$ cat config.mk
export PLATFORM = sky130hd
export DESIGN_NAME = pong_tick_scheduler
export DESIGN_NICKNAME = d
export VERILOG_FILES = /design/src/rtl/pong_pkg.sv /design/src/rtl/step_divider.sv /design/src/rtl/pong_tick_scheduler.sv
export SDC_FILE = /design/constraint.sdc
export NUM_CORES = 1
export LEC_CHECK = 0
export ABC_AREA = 1
export BUFFER_PORTS_ARGS = -buffer_cell sky130_fd_sc_hd__buf_2
export CAP_MARGIN = 20
export CORE_AREA = 2 2 48 73
export DETAILED_ROUTE_END_ITERATION = 16
export DIE_AREA = 0 0 50 75
export PLACE_DENSITY_LB_ADDON = 0.25
export RECOVER_POWER = 100
export SYNTH_ARGS = -nofsm -noshare
export SYNTH_HDL_FRONTEND = slang
export SYNTH_SLANG_ARGS = --single-unit
$ cat constraint.sdc
create_clock -name Clk -period 1.5 [get_ports Clk]
set_clock_uncertainty 0.1 [all_clocks]
set_input_delay 0.075 -clock Clk [delete_from_list [all_inputs] [get_ports Clk]]
set_output_delay 0.075 -clock Clk [all_outputs]
set_load 0.02 [all_outputs]
$ cat src/rtl/pong_pkg.sv
// Shared definitions for the Pong tick scheduler: state encodings, counter width
// and default timing constants.
package pong_pkg;

    localparam int unsigned CNT_W           = 8;
    localparam int unsigned DEF_BALL_DIV    = 2;
    localparam int unsigned DEF_PADDLE_DIV  = 1;
    localparam int unsigned DEF_SERVE_TICKS = 60;

    typedef enum logic [1:0] {
        ST_IDLE  = 2'd0,
        ST_SERVE = 2'd1,
        ST_PLAY  = 2'd2,
        ST_PAUSE = 2'd3
    } state_e;

endpackage

$ cat src/rtl/step_divider.sv
// Modulo-N prescaler: counts Tick pulses and emits a registered one-cycle Strobe on
// every N-th one, where N is the divisor presented on Div (1..255).
module step_divider
    import pong_pkg::*;
(
    input  logic             Clk,
    input  logic             Rst,
    input  logic             Clear,
    input  logic             Tick,
    input  logic [CNT_W-1:0] Div,
    output logic             Strobe
);

    logic [CNT_W-1:0] cnt_q;
    logic             strobe_q;
    logic             wrap;

    // >= rather than == so a shrinking divisor can never strand the count above it
    assign wrap = (cnt_q >= (Div - CNT_W'(1)));

    always_ff @(posedge Clk) begin
        if (!Rst) begin
            cnt_q    <= '0;
            strobe_q <= 1'b0;
        end else if (Clear) begin
            cnt_q    <= '0;
            strobe_q <= 1'b0;
        end else if (Tick) begin
            cnt_q    <= wrap ? '0 : cnt_q + CNT_W'(1);
            strobe_q <= wrap;
        end else begin
            strobe_q <= 1'b0;
        end
    end

    assign Strobe = strobe_q;

endmodule

$ cat src/rtl/pong_tick_scheduler.sv
// Game-tick sequencer for Pong: serve countdown, play, pause/resume and step strobes.
// Define PONG_SPEEDUP_EN to shrink the ball divisor after every fourth paddle hit.
module pong_tick_scheduler
    import pong_pkg::*;
#(
    parameter int unsigned BALL_DIV    = DEF_BALL_DIV,
    parameter int unsigned PADDLE_DIV  = DEF_PADDLE_DIV,
    parameter int unsigned SERVE_TICKS = DEF_SERVE_TICKS
) (
    input  logic       Clk,
    input  logic       Rst,
    input  logic       Tc,
    input  logic       Start,
    input  logic       PauseReq,
    input  logic       PointScored,
    input  logic       Hit,
    output logic       TimerEn,
    output logic       BallStep,
    output logic       PaddleStep,
    output logic       Serving,
    output logic [1:0] State
);

    if (SERVE_TICKS < 1 || SERVE_TICKS > 255 || BALL_DIV < 1 || BALL_DIV > 255 ||
        PADDLE_DIV < 1 || PADDLE_DIV > 255) begin : g_bad_param
        $error("pong_tick_scheduler: parameter out of range 1..255");
    end

    state_e           state_q, state_d;
    state_e           resume_q, resume_d;
    logic [CNT_W-1:0] serve_q, serve_d;
    logic             timer_en_q, serving_q;
    logic             ball_tick, paddle_tick, ball_clr, paddle_clr, point_restart;
    logic             ball_div_clr;
    logic [CNT_W-1:0] ball_div;

    always_comb begin
        state_d       = state_q;
        resume_d      = resume_q;
        serve_d       = serve_q;
        ball_tick     = 1'b0;
        paddle_tick   = 1'b0;
        ball_clr      = 1'b0;
        paddle_clr    = 1'b0;
        point_restart = 1'b0;
        unique case (state_q)
            ST_IDLE: begin
                if (Start) begin
                    state_d = ST_SERVE;
                    serve_d = CNT_W'(SERVE_TICKS);
                end
            end
            ST_SERVE: begin
                if (PauseReq) begin
                    state_d  = ST_PAUSE;
                    resume_d = ST_SERVE;
                end else if (Tc) begin
                    serve_d = serve_q - CNT_W'(1);
                    // Final countdown tick is consumed by the transition, so no strobe
                    if (serve_q == CNT_W'(1)) begin
                        state_d    = ST_PLAY;
                        ball_clr   = 1'b1;
                        paddle_clr = 1'b1;
                    end else begin
                        paddle_tick = 1'b1;
                    end
                end
            end
            ST_PLAY: begin
                if (PointScored) begin
                    state_d       = ST_SERVE;
                    serve_d       = CNT_W'(SERVE_TICKS);
                    ball_clr      = 1'b1;
                    point_restart = 1'b1;
                end else if (PauseReq) begin
                    state_d  = ST_PAUSE;
                    resume_d = ST_PLAY;
                end else if (Tc) begin
                    ball_tick   = 1'b1;
                    paddle_tick = 1'b1;
                end
            end
            ST_PAUSE: begin
                if (!PauseReq) state_d = resume_q;
            end
            default: ;
        endcase
    end

    always_ff @(posedge Clk) begin
        if (!Rst) begin
            state_q    <= ST_IDLE;
            resume_q   <= ST_SERVE;
            serve_q    <= '0;
            timer_en_q <= 1'b0;
            serving_q  <= 1'b0;
        end else begin
            state_q    <= state_d;
            resume_q   <= resume_d;
            serve_q    <= serve_d;
            timer_en_q <= (state_d == ST_SERVE) || (state_d == ST_PLAY);
            serving_q  <= (state_d == ST_SERVE);
        end
    end

`ifdef PONG_SPEEDUP_EN
    logic [1:0]       hit_q;
    logic [CNT_W-1:0] ball_div_q;
    logic             hit_play;

    assign hit_play     = (state_q == ST_PLAY) && !PointScored && Hit;
    assign ball_div_clr = hit_play && (hit_q == 2'd3) && (ball_div_q > CNT_W'(1));

    always_ff @(posedge Clk) begin
        if (!Rst) begin
            hit_q      <= '0;
            ball_div_q <= CNT_W'(BALL_DIV);
        end else if (point_restart) begin
            hit_q      <= '0;
            ball_div_q <= CNT_W'(BALL_DIV);
        end else if (hit_play) begin
            hit_q <= hit_q + 2'd1;
            if (ball_div_clr) ball_div_q <= ball_div_q - CNT_W'(1);
        end
    end

    assign ball_div = ball_div_q;
`else
    logic unused_hit;
    assign unused_hit   = Hit;
    assign ball_div_clr = 1'b0;
    assign ball_div     = CNT_W'(BALL_DIV);
`endif

    step_divider u_ball_div (
        .Clk    (Clk),
        .Rst    (Rst),
        .Clear  (ball_clr | ball_div_clr),
        .Tick   (ball_tick),
        .Div    (ball_div),
        .Strobe (BallStep)
    );

    step_divider u_paddle_div (
        .Clk    (Clk),
        .Rst    (Rst),
        .Clear  (paddle_clr),
        .Tick   (paddle_tick),
        .Div    (CNT_W'(PADDLE_DIV)),
        .Strobe (PaddleStep)
    );

    assign TimerEn = timer_en_q;
    assign Serving = serving_q;
    assign State   = state_q;

endmodule

==> impl_metrics.env <==
export IMPL_cp_start_kind="register"
export IMPL_rsz0062_at_grt="yes"
export IMPL_yosysWarnings=0
export IMPL_status="finished, violations left"
export IMPL_synth_seq_cells=24
export IMPL_synthSimpleGateAreaFrac_pct=36.06
export IMPL_utilization_pct=67.76
export IMPL_syn_nets=211
export IMPL_gp_congestion=0.9510
export IMPL_routed_wl_mm=3.666
export IMPL_layout_commonest_cell="buf_4"
export IMPL_portBuffers=11
export IMPL_grt_usage_pct=20.22
export IMPL_cts_root_buffer="clkbuf_8"
export IMPL_grt_max_degree=15
export IMPL_synthArstFlopShare_pct=0
export IMPL_critical_path_class="reg -> reg"
export IMPL_clkLatencyLatePin_ns=0.27
export IMPL_synth_compound_area_share_pct=7.644
export IMPL_critical_path_max_fanout=3
export IMPL_num_vias=1404
export IMPL_synth_distinct_cells=27
export IMPL_setup_violations=24
export IMPL_dieArea_mm2=0.003750
export IMPL_rows=25
export IMPL_relSlewSlack_pct=80.08
export IMPL_dp_hpwl_mm=2.260
export IMPL_fin_ws_ns=-0.1658
export IMPL_final_cell_mix="38 x buf_4, 33 x nand2_1, 21 x nor2_1"
export IMPL_critPathCaptureType="register"
export IMPL_drtAntennaViolNets=0
export IMPL_die_w_um=50
export IMPL_p_clk_share_pct=11.0
export IMPL_avgRoutedWirePerCell_um=12.47
export IMPL_numCtsBuffers=3
export IMPL_htree_levels=1
export IMPL_synth_edf_count=0
export IMPL_worstPathRequired_ns=1.55
export IMPL_ir_drop_mv=1.684
export IMPL_drtIter0Drc=11
export IMPL_dr_pass1_iters=5
export IMPL_power_frac_seq_pct=19.8
export IMPL_grt_pass1_vias=1445
export IMPL_grt_overflow=0
export IMPL_p_int_uw=2601
export IMPL_violations="setup timing"
export IMPL_finish_instance_area_mm2=0.002098
export IMPL_pwr_share_comb_pct=69.1
export IMPL_cts_sinks=24
export IMPL_place_area_mm2=0.001708
export IMPL_clock_path_buffers=2
export IMPL_grt_pass1_wl_mm=5.865
export IMPL_core_region_area_mm2=0.003097
export IMPL_tritoncts="yes"
export IMPL_start_util_pct=44.93
export IMPL_synth_xor_area_share_pct=2.518
export IMPL_synth_mux_area_share_pct=0
export IMPL_tightest_slew_ns=0.2969
export IMPL_finalHoldViolCount=0
export IMPL_nets=272
export IMPL_antenna_cells=0
export IMPL_synthAdderAreaFrac_pct=8.993
export IMPL_syn_cell_area_mm2=0.001391
export IMPL_pin_count=13
export IMPL_fmax_mhz=600.3
export IMPL_p_sw_uw=1940
export IMPL_die_y_um=75
export IMPL_synthToLayoutAreaGrowth_pct=50.81
export IMPL_avgSynthCellArea_um2=7.172
export IMPL_period_share_pct=111.1
export IMPL_slew_viol_final=0
export IMPL_min_period_ns=1.666
export IMPL_viasPerCell=4.776
export IMPL_power_leakage_uw=0.0009950
export IMPL_cts_clk_slew_worst_paths_ns=0.09
export IMPL_dpl_cell_count=269
export IMPL_seq_area_frac_synth_pct=34.53
export IMPL_drv_cap=0
export IMPL_synth_top_family_by_area="simple AND/OR/NAND/NOR gates"
export IMPL_fin_cells=294
export IMPL_p_sw_share_pct=42.73
export IMPL_ys_flop_type="dfxtp_1"
export IMPL_cp_data_arrival_time_ns=1.72
export IMPL_antenna_found_initial=0
export IMPL_hold_path_class="in -> reg"
export IMPL_drive_above_1_share_pct=45.67
export IMPL_drc=0
export IMPL_synth_cells=194
export IMPL_power_density_mw_per_mm2=2165
==> what timing repair did <==
action	4_1_cts	5_1_grt
hold buffers	1	0
resized for setup	21	26
endpoints found under the hold margin	2	0
cloned	1	0
endpoints found under the setup margin	20	24
pin swaps	20	9
setup buffers	16	6
==> routing by layer <==
layer	share of wire, %	up-vias	track usage [%]
met5	0	-	0
met4	2.7	0	9.259
met3	2.5	12	2.778
met2	58	27	41.81
met1	37	641	19.01
li1	-	724	-
==> power groups by stage <==
| stage | registers (µW) | logic, µW | clock network, µW |
|---|---|---|---|
| finish | 901 | 3140 | 502 |
| global route | 915 | 3430 | 535 |
| CTS | 890 | 2830 | 514 |
| detailed placement | 895 | 2190 | 0 |
| global placement | 893 | 2170 | 0 |
| floorplan | 958 | 1390 | 0 |
==> cell usage after synthesis, types with 2 or more instances <==
cell type / instances / area, µm²
nand2_1: 42 / 157.7
inv_1: 25 / 93.84
dfxtp_1: 24 / 480.5
nor2_1: 23 / 86.33
a21oi_1: 11 / 55.05
ha_1: 10 / 125.1
nand3_1: 10 / 50.05
nand2_2: 7 / 43.79
inv_2: 6 / 22.52
nand4_1: 5 / 31.28
o21ai_0: 5 / 25.02
nor2_2: 4 / 25.02
xor2_1: 4 / 35.03
nand2_4: 3 / 33.78
o21ai_1: 2 / 10.01
or2_2: 2 / 12.51
==> cell type report <==
| class | instances | area [µm²] |
|---|---|---|
| Multi-Input combinational cell | 136 | 917.1 |
| Fill cell | 234 | 998.5 |
| Sequential cell | 24 | 490.5 |
| Clock buffer | 4 | 66.31 |
| Tap cell | 40 | 50.05 |
| Inverter | 33 | 141.4 |
| Timing Repair Buffer | 57 | 432.9 |
==> worst paths after layout <==
kind | slack (ns) | start | endpoint | cells after the start
hold reg to reg | 0.34 | u_ball_div.cnt_q[6] | u_ball_div.cnt_q[6] | 2
hold / removal | 0.04 | PauseReq | resume_q[1] | 3
setup reg to reg | -0.17 | serve_q[1] | TimerEn | 10
setup / recovery | -0.17 | serve_q[1] | TimerEn | 10
==> state kept, by name (all words and copies together), names as in the netlist <==
signal,flops
u_paddle_div.Strobe,1
resume_q,2
serve_q,8
Serving,1
u_ball_div.Strobe,1
u_ball_div.cnt_q,8
TimerEn,1
State,2
==> logic make-up after synthesis <==
| group | count (synthesis) |
|---|---|
| AND/OR/NAND/NOR | 101 |
| buffers and inverters | 35 |
| flip-flops | 24 |
| AO/OA/AOI/OAI | 20 |
| adder cells (fa/ha/maj) | 10 |
| XOR/XNOR | 4 |
==> stage by stage <==
stage	setup slack, ns	TNS, ns	hold slack, ns	total power (µW)
5_1_grt	-0.2422	-3.511	0.04085	4882
6_report	-0.1658	-1.702	0.04127	4542
2_1_floorplan	-0.1118	-0.1837	0.1058	2353
3_5_place_dp	-0.2279	-1.863	0.2875	3087
4_1_cts	-0.1507	-0.7956	0.009465	4234
3_3_place_gp	-0.2026	-1.194	0.2690	3064
==> worst max-delay path: stages (launching register included) <==
cell,delay (ns)
dfxtp_2,0.33
inv_2,0.07
ha_4,0.12
inv_2,0.03
nor3_2,0.11
buf_4,0.15
nand4_1,0.14
nand3_1,0.13
nand2_2,0.08
ha_4,0.26
nor2_1,0.03
(Power assumes the default switching activity.)
